**config.mk**
```make
export PLATFORM = sky130hd
export DESIGN_NAME = sim_ctrl
export DESIGN_NICKNAME = d
export VERILOG_FILES = /design/src/rtl/sim_ctrl_pkg.sv /design/src/rtl/sim_ctrl_watchdog.sv /design/src/rtl/sim_ctrl.sv
export SDC_FILE = /design/constraint.sdc
export NUM_CORES = 1
export LEC_CHECK = 0
export CAP_MARGIN = 15
export CORE_ASPECT_RATIO = 1.1
export CORE_MARGIN = 3
export CORE_UTILIZATION = 44
export DETAILED_ROUTE_END_ITERATION = 7
export GPL_TIMING_DRIVEN = 0
export PLACE_DENSITY = 0.79
export SYNTH_ARGS = -nofsm -noshare
export SYNTH_HDL_FRONTEND = slang
export SYNTH_HIERARCHICAL = 1
export SYNTH_SLANG_ARGS = --single-unit
```
**constraint.sdc**
```tcl
create_clock -name i_clk -period 3.95 [get_ports i_clk]
set_input_delay 1.185 -clock i_clk [delete_from_list [all_inputs] [get_ports i_clk]]
set_output_delay 1.185 -clock i_clk [all_outputs]
set_load 0.03 [all_outputs]
```
**src/rtl/sim_ctrl_pkg.sv**
```systemverilog
// Shared definitions for the simulation controller: FSM state encoding,
// trace-enable bit positions and the default instruction memory depth.
package sim_ctrl_pkg;

    typedef enum logic [2:0] {
        ST_IDLE  = 3'd0,
        ST_LOAD  = 3'd1,
        ST_READY = 3'd2,
        ST_RUN   = 3'd3,
        ST_HALT  = 3'd4,
        ST_ERR   = 3'd5
    } state_t;

    localparam int TRACE_REG  = 0;
    localparam int TRACE_MEM  = 1;
    localparam int TRACE_PIPE = 2;

    localparam int DEF_MAX_INSTS = 1024;

    // Load beats are only accepted while the program is still streaming in.
    function automatic logic is_load_state(input state_t s);
        return (s == ST_IDLE) || (s == ST_LOAD);
    endfunction

endpackage

```
**src/rtl/sim_ctrl_watchdog.sv**
```systemverilog
// Run-time cycle counter for the simulation controller. Counts only while
// enabled (RUN), saturates at all-ones, and reports the watchdog limit hit
// and whether the trace window has opened.
module sim_watchdog #(
    parameter int CYC_W = 32
) (
    input  logic             i_clk,
    input  logic             i_reset,
    input  logic             i_clr,
    input  logic             i_en,
    input  logic [CYC_W-1:0] i_max_cycles,
    input  logic [CYC_W-1:0] i_trace_start,
    output logic [CYC_W-1:0] o_cycles,
    output logic             o_limit_hit,
    output logic             o_in_window
);

    logic [CYC_W-1:0] r_cycles;
    logic [CYC_W:0]   w_next_wide;

    // One extra bit so the carry out marks saturation and so an all-ones
    // count can never alias a limit match.
    assign w_next_wide = {1'b0, r_cycles} + {{CYC_W{1'b0}}, 1'b1};

    // Saturating cycle counter, cleared on run start and on clear.
    always_ff @(posedge i_clk or posedge i_reset) begin
        if (i_reset) begin
            r_cycles <= '0;
        end else if (i_clr) begin
            r_cycles <= '0;
        end else if (i_en && !w_next_wide[CYC_W]) begin
            r_cycles <= w_next_wide[CYC_W-1:0];
        end
    end

    assign o_cycles    = r_cycles;
    assign o_limit_hit = (i_max_cycles != '0) && (w_next_wide == {1'b0, i_max_cycles});
    assign o_in_window = (r_cycles >= i_trace_start);

endmodule

```
**src/rtl/sim_ctrl.sv**
```systemverilog
// Simulation controller: streams the program into instruction memory,
// holds the harts in reset until start, runs them under a watchdog, and
// latches completion / timeout / error status for the testbench.
module sim_ctrl
    import sim_ctrl_pkg::*;
#(
    parameter int XLEN    = 32,
    parameter int DEPTH   = DEF_MAX_INSTS,
    parameter int ADDR_W  = 10,
    parameter int N_HARTS = 1,
    parameter int CYC_W   = 32
) (
    input  logic               i_clk,
    input  logic               i_reset,
    input  logic               i_clear,
    input  logic               i_load_valid,
    input  logic [XLEN-1:0]    i_load_data,
    input  logic               i_load_last,
    output logic               o_load_ready,
    input  logic               i_start,
    input  logic [CYC_W-1:0]   i_max_cycles,
    input  logic [CYC_W-1:0]   i_trace_start,
    input  logic [2:0]         i_en_trace,
    input  logic [N_HARTS-1:0] i_hart_ebreak,
    output logic               o_imem_we,
    output logic [ADDR_W-1:0]  o_imem_addr,
    output logic [XLEN-1:0]    o_imem_wdata,
    output logic               o_core_reset,
    output logic [2:0]         o_trace_en,
    output logic [N_HARTS-1:0] o_hart_done,
    output logic               o_finished,
    output logic               o_timeout,
    output logic               o_err,
    output logic [CYC_W-1:0]   o_cycles,
    output logic [ADDR_W:0]    o_load_count
);

    localparam logic [ADDR_W:0] LP_DEPTH = (ADDR_W+1)'(DEPTH);
    localparam logic [ADDR_W:0] LP_ONE   = (ADDR_W+1)'(1);

    state_t              r_state;
    logic                r_load_ready;
    logic                r_imem_we;
    logic [ADDR_W-1:0]   r_imem_addr;
    logic [XLEN-1:0]     r_imem_wdata;
    logic                r_core_reset;
    logic [N_HARTS-1:0]  r_hart_done;
    logic                r_finished;
    logic                r_timeout;
    logic                r_err;
    logic [ADDR_W:0]     r_load_count;

    logic                w_accept;
    logic                w_full;
    logic                w_all_done;
    logic                w_wd_clr;
    logic                w_wd_en;
    logic                w_limit_hit;
    logic                w_in_window;
    logic                w_tracing;

    assign w_accept   = i_load_valid && r_load_ready;
    assign w_full     = (r_load_count == LP_DEPTH);
    assign w_all_done = &(r_hart_done | i_hart_ebreak);

    // The counter restarts whenever a run begins or status is cleared.
    assign w_wd_clr = ((r_state == ST_READY) && i_start) ||
                      (((r_state == ST_HALT) || (r_state == ST_ERR)) && i_clear);
    assign w_wd_en  = (r_state == ST_RUN);

    sim_watchdog #(
        .CYC_W (CYC_W)
    ) u_watchdog (
        .i_clk         (i_clk),
        .i_reset       (i_reset),
        .i_clr         (w_wd_clr),
        .i_en          (w_wd_en),
        .i_max_cycles  (i_max_cycles),
        .i_trace_start (i_trace_start),
        .o_cycles      (o_cycles),
        .o_limit_hit   (w_limit_hit),
        .o_in_window   (w_in_window)
    );

    // Controller FSM with load path and registered status outputs.
    always_ff @(posedge i_clk or posedge i_reset) begin
        if (i_reset) begin
            r_state      <= ST_IDLE;
            r_load_ready <= 1'b1;
            r_imem_we    <= 1'b0;
            r_imem_addr  <= '0;
            r_imem_wdata <= '0;
            r_core_reset <= 1'b1;
            r_hart_done  <= '0;
            r_finished   <= 1'b0;
            r_timeout    <= 1'b0;
            r_err        <= 1'b0;
            r_load_count <= '0;
        end else begin
            r_imem_we <= 1'b0;
            case (r_state)
                ST_IDLE, ST_LOAD: begin
                    if (i_start) begin
                        // Starting before the program is complete is a protocol error.
                        r_state      <= ST_ERR;
                        r_err        <= 1'b1;
                        r_load_ready <= 1'b0;
                    end else if (w_accept) begin
                        if (w_full) begin
                            // Overflowing beat is dropped, never written.
                            r_state      <= ST_ERR;
                            r_err        <= 1'b1;
                            r_load_ready <= 1'b0;
                        end else begin
                            r_imem_we    <= 1'b1;
                            r_imem_addr  <= r_load_count[ADDR_W-1:0];
                            r_imem_wdata <= i_load_data;
                            r_load_count <= r_load_count + LP_ONE;
                            if (i_load_last) begin
                                r_state      <= ST_READY;
                                r_load_ready <= 1'b0;
                            end else begin
                                r_state <= ST_LOAD;
                            end
                        end
                    end
                end
                ST_READY: begin
                    if (i_start) begin
                        r_state      <= ST_RUN;
                        r_core_reset <= 1'b0;
                        r_hart_done  <= '0;
                    end
                end
                ST_RUN: begin
                    r_hart_done <= r_hart_done | i_hart_ebreak;
                    // Completion takes priority over a coincident watchdog expiry.
                    if (w_all_done) begin
                        r_state      <= ST_HALT;
                        r_finished   <= 1'b1;
                        r_core_reset <= 1'b1;
                    end else if (w_limit_hit) begin
                        r_state      <= ST_HALT;
                        r_timeout    <= 1'b1;
                        r_core_reset <= 1'b1;
                    end
                end
                ST_HALT, ST_ERR: begin
                    if (i_clear) begin
                        r_state      <= ST_IDLE;
                        r_load_ready <= 1'b1;
                        r_hart_done  <= '0;
                        r_finished   <= 1'b0;
                        r_timeout    <= 1'b0;
                        r_err        <= 1'b0;
                        r_load_count <= '0;
                    end
                end
                default: begin
                    r_state      <= ST_IDLE;
                    r_load_ready <= 1'b1;
                    r_core_reset <= 1'b1;
                end
            endcase
        end
    end

    // Trace enables pass through only inside the RUN window.
    assign w_tracing = (r_state == ST_RUN) && w_in_window;
    assign o_trace_en[TRACE_REG]  = w_tracing && i_en_trace[TRACE_REG];
    assign o_trace_en[TRACE_MEM]  = w_tracing && i_en_trace[TRACE_MEM];
    assign o_trace_en[TRACE_PIPE] = w_tracing && i_en_trace[TRACE_PIPE];

    assign o_load_ready = r_load_ready && is_load_state(r_state);
    assign o_imem_we    = r_imem_we;
    assign o_imem_addr  = r_imem_addr;
    assign o_imem_wdata = r_imem_wdata;
    assign o_core_reset = r_core_reset;
    assign o_hart_done  = r_hart_done;
    assign o_finished   = r_finished;
    assign o_timeout    = r_timeout;
    assign o_err        = r_err;
    assign o_load_count = r_load_count;

endmodule

```
After elaboration in Yosys (flattened, before gate mapping) --
Index checks and enable logic that the tools add are counted.
Word-level totals: register bits 95, bits of input ports 106, output and inout bits 95
Operators by class: add/sub/neg operators 2, order comparisons 1, eq/ne operators 19, muxes and demuxes 40, bitwise operators 5, reduce and logical (&&, ||, !) cells 33
Operators by type and width (number):
- 32-bit two-way mux | 2
- 11-bit two-way mux | 4
- 32-bit by 1-bit adder with 33-bit output (second input constant) | 1
- 33-bit by 32-bit equality test with 1-bit output | 1
- 32-bit >= comparator | 1
- 32-bit nonzero test | 1
- 11-bit one-hot mux with 2 select lines | 1
- 3-bit two-way mux | 7
- 4-bit AND reduction | 5
- 1-bit two-way mux | 18
- 2-bit inequality test (second input constant) | 8
- 3-bit one-hot mux with 4 select lines | 1
- 11-bit by 1-bit adder with 11-bit output (second input constant) | 1
- 11-bit equality test (second input constant) | 1
- 1-bit logical AND | 10
- 3-bit inequality test (second input constant) | 3
- 1-bit one-hot mux with 3 select lines | 3
- 3-bit AND reduction | 3
- 3-bit by 2-bit equality test with 1-bit output (second input constant) | 2
- 3-bit equality test (second input constant) | 2
- 1-bit one-hot mux with 2 select lines | 3
- 2-bit nonzero test | 3
- 2-bit OR reduction | 3
- 5-bit AND reduction | 1
- 10 further kinds | 15

Logic depth before layout (Yosys ltp) --
Gate-level depths: netlist of the first run.
word-level depth 6, mapped depth 13, depth with buffers taken out 11

Cells and area by module --
The synthesis of the first run kept the hierarchy.
Modules (own cells, without submodules):
- sim_watchdog | instances 1, cells each 450, area an instance 3565.9 um^2, seq. area each 800.8 um^2
- sim_ctrl | instances 1, cells each 241, area an instance 3103.0 um^2, seq. area each 1579.0 um^2

Worst setup path after synthesis of the first run --
OpenSTA, ideal clock, no wires.
path kind input to output, from input port i_trace_start[21], to output port o_trace_en[0], arrival 2839 ps, data required time 2765 ps, path slack -74 ps, cell stages on the path 10, buffers on the path 0, cell sequence inv_1 > ha_1 > a21o_1 > a21o_1 > a21oi_1 > o21ai_0 > a211oi_1 > o41ai_1 > a211o_1 > and3_1
Between the ends: longest elaborated chain between the ends 3
RTL lines:
- start, declared | RTL line sim_ctrl.sv:22 | input logic [CYC_W-1:0] i_trace_start,
- 32-bit >= comparator | RTL line sim_ctrl_watchdog.sv:38 | assign o_in_window = (r_cycles >= i_trace_start);
- net w_in_window | RTL line sim_ctrl.sv:59 | logic w_in_window;
- 1-bit logical AND | RTL line sim_ctrl.sv:169 | assign w_tracing = (r_state == ST_RUN) && w_in_window;
- 1-bit logical AND | RTL line sim_ctrl.sv:170 | assign o_trace_en[TRACE_REG] = w_tracing && i_en_trace[TRACE_REG];
- end, declared | RTL line sim_ctrl.sv:29 | output logic [2:0] o_trace_en,
The timed path passes the listed nets, and every way through them passes these cells.

Worst setup path after layout of the first run --
from input port i_trace_start[0], to output port o_trace_en[2]
Between the ends: longest elaborated chain between the ends 3
RTL lines:
- 32-bit >= comparator | RTL line sim_ctrl_watchdog.sv:38
- net w_in_window | RTL line sim_ctrl.sv:59
- 1-bit logical AND | RTL line sim_ctrl.sv:169
- 1-bit logical AND | RTL line sim_ctrl.sv:172 | assign o_trace_en[TRACE_PIPE] = w_tracing && i_en_trace[TRACE_PIPE];
The timed path passes the listed nets, and every way through them passes these cells.

==> results of run 1 <==
==> cells in the mapped netlist (4+ instances only) <==
| cell | number | area (um^2) |
|---|---|---|
| o41ai_1 | 11 | 96.3 |
| a21o_1 | 11 | 82.6 |
| nand4_1 | 25 | 156 |
| inv_1 | 48 | 180 |
| and3_1 | 17 | 106 |
| ha_1 | 38 | 475 |
| nor3_1 | 8 | 40.0 |
| nor2_1 | 61 | 229 |
| o31ai_1 | 18 | 135 |
| nand3_1 | 29 | 145 |
| o211ai_1 | 4 | 30.0 |
| clkbuf_1 | 13 | 48.8 |
| buf_4 | 4 | 30.0 |
| o21ai_0 | 23 | 115 |
| nor2b_1 | 8 | 50.1 |
| nor4_1 | 13 | 81.3 |
| and4_1 | 8 | 70.1 |
| mux2_1 | 4 | 45.0 |
| nand2b_1 | 5 | 31.3 |
| xor2_1 | 34 | 298 |
| or3_1 | 6 | 37.5 |
| buf_6 | 4 | 45.0 |
| xnor2_1 | 38 | 333 |
| dfrtp_1 | 93 | 2330 |
| buf_2 | 15 | 75.1 |
| nand2_1 | 25 | 93.8 |
| a31oi_1 | 11 | 68.8 |
| a21oi_1 | 18 | 90.1 |
| mux2_4 | 38 | 571 |
| and2_1 | 7 | 43.8 |
==> power groups by stage <==
stage / logic, mW / clock network [mW] / registers, mW
floorplan: 0.762 / 0 / 1.81
global placement: 1.93 / 0 / 1.41
detailed placement: 1.97 / 0 / 1.40
CTS: 1.98 / 1.02 / 1.40
global route: 2.11 / 1.05 / 1.44
finish: 1.99 / 0.991 / 1.40
==> state kept, by name, indices dropped and copies added, names as in the netlist, 3 cells and up <==
signal / flops
o_imem_addr: 10
o_imem_wdata: 32
o_load_count: 11
r_state: 3
u_watchdog/o_cycles: 32
==> through the flow <==
stage,cell area [um^2],cells
final,9700,1103
after global routing,9700,1103
after CTS,9580,1102
after detailed placement,8970,1085
after global placement,8930,1083
after floorplan,6680,691
==> final cells by class <==
type / count / share of cell area
timing repair buffer: 204 / 0.212
sequential: 95 / 0.246
tap: 192 / 0.0248
inverter: 49 / 0.0195
buffer: 38 / 0.0214
multi-input combinational: 509 / 0.441
clock buffer: 11 / 0.0261
clock inverter: 5 / 0.00890
==> what timing repair did <==
action	in CTS	in global routing
setup buffers	1	1
pin swaps	43	22
gates resized for setup	105	33
endpoints found under the setup margin	6	7
==> worst max-delay path by stage <==
stage | slack, ns | depth (start not counted) | to | start
global placement | -1.83 | 11 | o_trace_en[2] | i_trace_start[0]
detailed placement | -1.85 | 11 | o_trace_en[2] | i_trace_start[0]
finish | -0.51 | 11 | o_trace_en[2] | i_trace_start[0]
global route | -0.55 | 11 | o_trace_en[2] | i_trace_start[0]
CTS | -0.59 | 12 | o_trace_en[2] | i_trace_start[21]
floorplan | 0.004 | 10 | o_trace_en[0] | i_trace_start[17]
==> routing by layer <==
layer	GRT usage	up-vias	wire length, um
li1	-	2921	-
met1	0.297	2945	8040
met2	0.402	311	9780
met3	0.0788	33	2090
met4	0.0948	0	542
met5	0	-	0
==> cell families (layout without fill, tap and decap cells) <==
logic type,Yosys count,count (layout)
and+or+nand+nor,236,236
AOI/OAI and AO/OA,117,117
DFF,95,95
buffers and inverters,87,307
xor gates and xnor gates,72,72
muxes,46,46
adders and majority gates,38,38
==> impl_metrics.toml, run 1 <==
[min_path]
hp-start = "o_imem_wdata[2]"
holdPathStages = 1
worstHoldEndpoint = "o_imem_wdata[2]"
hold_path_class = "reg -> reg"

[global_route]
antenna_found_initial = 0
grt_remaining_overflow = 0
grt_max_degree = 44
grt_pass1_wl_mm = 32.0
grt_pass1_vias = 6214
grt_usage = 0.245

[drt]
first_pass_iters = 5
route.detailed.drc = 0
drtIter0Drc = 346
post_drt_wl_per_cell_um = 18.6
num_vias = 6210
wl_mm = 20.5
routed_via_density = 5.63
detail-route-antenna-nets = 0

[floorplanning]
initial_core_util = 0.456
die_x_um = 123
die_y_um = 135
core-area_um2 = 14600
die_area_um2 = 16700
io_pins = 201
rows = 46

[timing]
fmax_mhz = 224
fin_ws_ns = -0.508
post-route-min-period_ns = 4.46
fin_crit_sh = 1.13
timing.final.hold_violations = 0
slew_violations = 0
setup_viol_count_final = 3
rsz0062_at_grt = "yes"
fin_skew_ns = 0.00615
holdWs_ns = 0.484
relSlewSlack = 0.425
fin_tns_setup_ns = -1.51
worst_slew_pin_slew_ns = 0.851

[power]
p_int_mw = 2.75
pwr-share-seq = 0.320
power_mw = 4.39
power_switching_mw = 1.64
power_density_nw_per_um2 = 452
leakage_nw = 4.23
p_comb_frac = 0.454
ir_worst_vdd_mv = 0.554
p_sw_frac = 0.374
clkPwrFrac = 0.226

[clocking]
clkSlewWorstSetupHoldPaths_ns = 0.07
cts_max_level = 3
cts_made_buffers = 9
clkLatencyLatePin_ns = 0.34
clk_path_buf_depth = 2
cts-hold-fix-buffers = 0
cts-root-buf = "clkbuf_16"
cts_tree = "built"
clkSinkCount = 95

[finish]
syn2layout_area_growth_pct = 45.4
fin_util = 0.663
multi_input_area_um2 = 4280
final_common_cell = "clkdlybuf4s50_1"
regArea_um2 = 2380
final_cell_mix = "170 x clkdlybuf4s50_1, 91 x dfrtp_1, 60 x nor2_1"
diodes = 0
fillers = 1165
drive_above_1_share = 0.189
fin_nets = 1050

[worst_setup_path]
critPathMaxFanout = 3
rr_worst_depth = 12
cp_top_family = "compound AO/OA/AOI/OAI gates"
critical_path.slowest_cell = "o41ai_4"
cp.required_ns = 2.76
worstSetupPathType = "in -> out"
path_buf_inv = 2
arrival_ns = 3.27
r2r_setup_slack_ns = 0.22
r2r_start = "u_watchdog/o_cycles[11]"
cpPeakStageDelay_ns = 0.38
crit_chain = "buf_6 -> ha_4 -> nand2b_4 -> a21o_1 -> a21o_1 -> a21oi_2 -> o211a_1 -> o41ai_4 -> a211o_1 -> and3_4 -> buf_6"
crit_path_end_kind = "output port"
startpoint_type = "primary input"
r2r_end = "r_state[2]"

[synth]
synth_cell_type_count = 64
yosysWarnings = 6
synth_compound_area_frac = 0.120
syn-cell-area_um2 = 6670
ys_seq_area_frac = 0.357
ys_seq_elements = 95
ys.flop_type = "dfrtp_1"
async_flop_share = 1.00
synthSimpleGateAreaFrac = 0.199
synth_top_family_by_area = "simple AND/OR/NAND/NOR gates"
synth-edff-count = 0
synthMuxAreaShare = 0.0987
postSynthCellCount = 691
syn_nets = 835
postSynthAreaPerCell_um2 = 9.65
synth_adder_area_share = 0.0713
synth_xor_area_frac = 0.0946

[status]
violations = "negative setup slack"
status = "finished, violations left"

[place]
dp.final_hpwl_mm = 15.2
finalWeightedCongestion = 0.943
portBuffers = 200
place_ws_ns = -1.85

[flow_run]
cap_violations = 0
Power figures use the tool's default switching activity.
==> run 2: changes to the inputs <==
CORE_UTILIZATION = 45   (was 44)
CTS_BUF_LIST = sky130_fd_sc_hd__clkbuf_4   (was not set)
PLACE_DENSITY = 0.8   (was 0.79)
==> impl_metrics.toml, run 2 (synthesized netlist as in run 1, its figures left out) <==
[floorplanning]
core-area_um2 = 14400
initial_core_util = 0.462
die_area_um2 = 16300
io_pins = 201
die_x_um = 122
die_y_um = 134
rows = 46

[power]
pwr-share-seq = 0.349
power_mw = 4.02
ir_worst_vdd_mv = 0.449
leakage_nw = 4.15
clkPwrFrac = 0.154
p_int_mw = 2.41
p_comb_frac = 0.497
p_sw_frac = 0.401
power_density_nw_per_um2 = 423
power_switching_mw = 1.61

[worst_setup_path]
arrival_ns = 3.23
cp.required_ns = 2.76
startpoint_type = "primary input"
critPathMaxFanout = 3
worstSetupPathType = "in -> out"
crit_path_end_kind = "output port"

[place]
place_ws_ns = -1.53
dp.final_hpwl_mm = 15.3
finalWeightedCongestion = 0.882
portBuffers = 200
post_dp_cell_area_um2 = 8970

[global_route]
grt_max_degree = 37
grt_usage = 0.251
grt_pass1_vias = 6298
grt_pass1_wl_mm = 32.6
grt_remaining_overflow = 0
antenna_found_initial = 0

[timing]
post-route-min-period_ns = 4.42
fmax_mhz = 227
slew_violations = 0
rsz0062_at_grt = "yes"
setup_viol_count_final = 4
timing.final.hold_violations = 0
fin_skew_ns = 0.0176
worst_slew_pin_slew_ns = 0.731
relSlewSlack = 0.508
fin_ws_ns = -0.465
fin_crit_sh = 1.12

[clocking]
clkSlewWorstSetupHoldPaths_ns = 0.14
cts_made_buffers = 9
clkSinkCount = 95
cts-root-buf = "clkbuf_4"
cts_tree = "built"
cts_max_level = 3
clkLatencyLatePin_ns = 0.47
clk_path_buf_depth = 2

[flow_run]
cap_violations = 0

[drt]
wl_mm = 20.7
drtIter0Drc = 424
detail-route-antenna-nets = 0
post_drt_wl_per_cell_um = 18.8
num_vias = 6298
first_pass_iters = 5
routed_via_density = 5.70
route.detailed.drc = 0

[status]
status = "finished, violations left"
violations = "negative setup slack"

[finish]
drive_above_1_share = 0.189
fillers = 1172
final_area_um2 = 9500
syn2layout_area_growth_pct = 42.5
final_common_cell = "clkdlybuf4s50_1"
fin_nets = 1052
final_cell_mix = "173 x clkdlybuf4s50_1, 91 x dfrtp_1, 59 x nor2_1"
diodes = 0

[min_path]
hold_path_class = "reg -> reg"
run 2: power by group through the flow:
stage	Clock (mW)	Sequential (mW)	Combinational, mW
6_report	0.620	1.41	2.00
5_1_grt	0.670	1.44	2.12
4_1_cts	0.628	1.41	1.99
3_5_place_dp	0	1.41	1.97
3_3_place_gp	0	1.41	1.94
2_1_floorplan	0	1.81	0.762
run 2: layout make-up:
type	count	area (um^2)	share of cell area
Multi-Input combinational cell	509	4260	0.449
Sequential cell	95	2380	0.251
Timing Repair Buffer	206	2060	0.217
Tap cell	192	240	0.0253
Buffer	38	209	0.0220
Inverter	49	189	0.0199
Clock inverter	6	83.8	0.00882
Clock buffer	10	75.1	0.00790
run 2: worst paths after layout:
check                                        startpoint          endpoint  slack [ns]  cells past startpoint
worst max-delay path                   i_trace_start[0]     o_trace_en[2]       -0.47                     11
worst max register to register  u_watchdog/o_cycles[13]        r_state[2]        0.06                     11
worst min-delay path                       o_core_reset      o_core_reset        0.50                      2
worst min register to register             o_core_reset      o_core_reset        0.50                      2
max in group asynchronous                       i_reset      o_core_reset        2.15                      3
min in group asynchronous                       i_reset  o_imem_wdata[12]        1.10                      2
run 2: what timing repair did:
item                       CTS  global route
setup endpoints to repair    7             7
pin swaps                   43            23
gates cloned                 0             0
resized for setup          107            26
setup buffers                3             1
hold buffers                 0             0
run 2: routing by layer:
| layer | global-route usage | wire length (um) |
|---|---|---|
| met1 | 0.317 | 8380 |
| met2 | 0.416 | 9910 |
| met3 | 0.0777 | 2040 |
| met4 | 0.0703 | 381 |
| met5 | 0 | 0 |
run 2: worst max-delay path, stage by stage:
cell and delay, ns:
buf_6 0.10, ha_4 0.25, nand2b_4 0.10, a21o_1 0.11, a21o_1 0.12, a21oi_2 0.06, o211a_1 0.26, o41ai_4 0.44
a211o_1 0.27, and3_4 0.20, buf_6 0.12
run 2: through the flow:
stage	std cells	util	hold WS [ns]	setup TNS, ns
floorplan	691	-	0.512	0
global placement	1083	0.618	0.470	-6.68
detailed placement	1085	0.621	0.474	-6.94
CTS	1104	0.651	0.501	-1.35
global route	1105	0.658	0.505	-1.76
finish	1105	0.658	0.497	-1.52
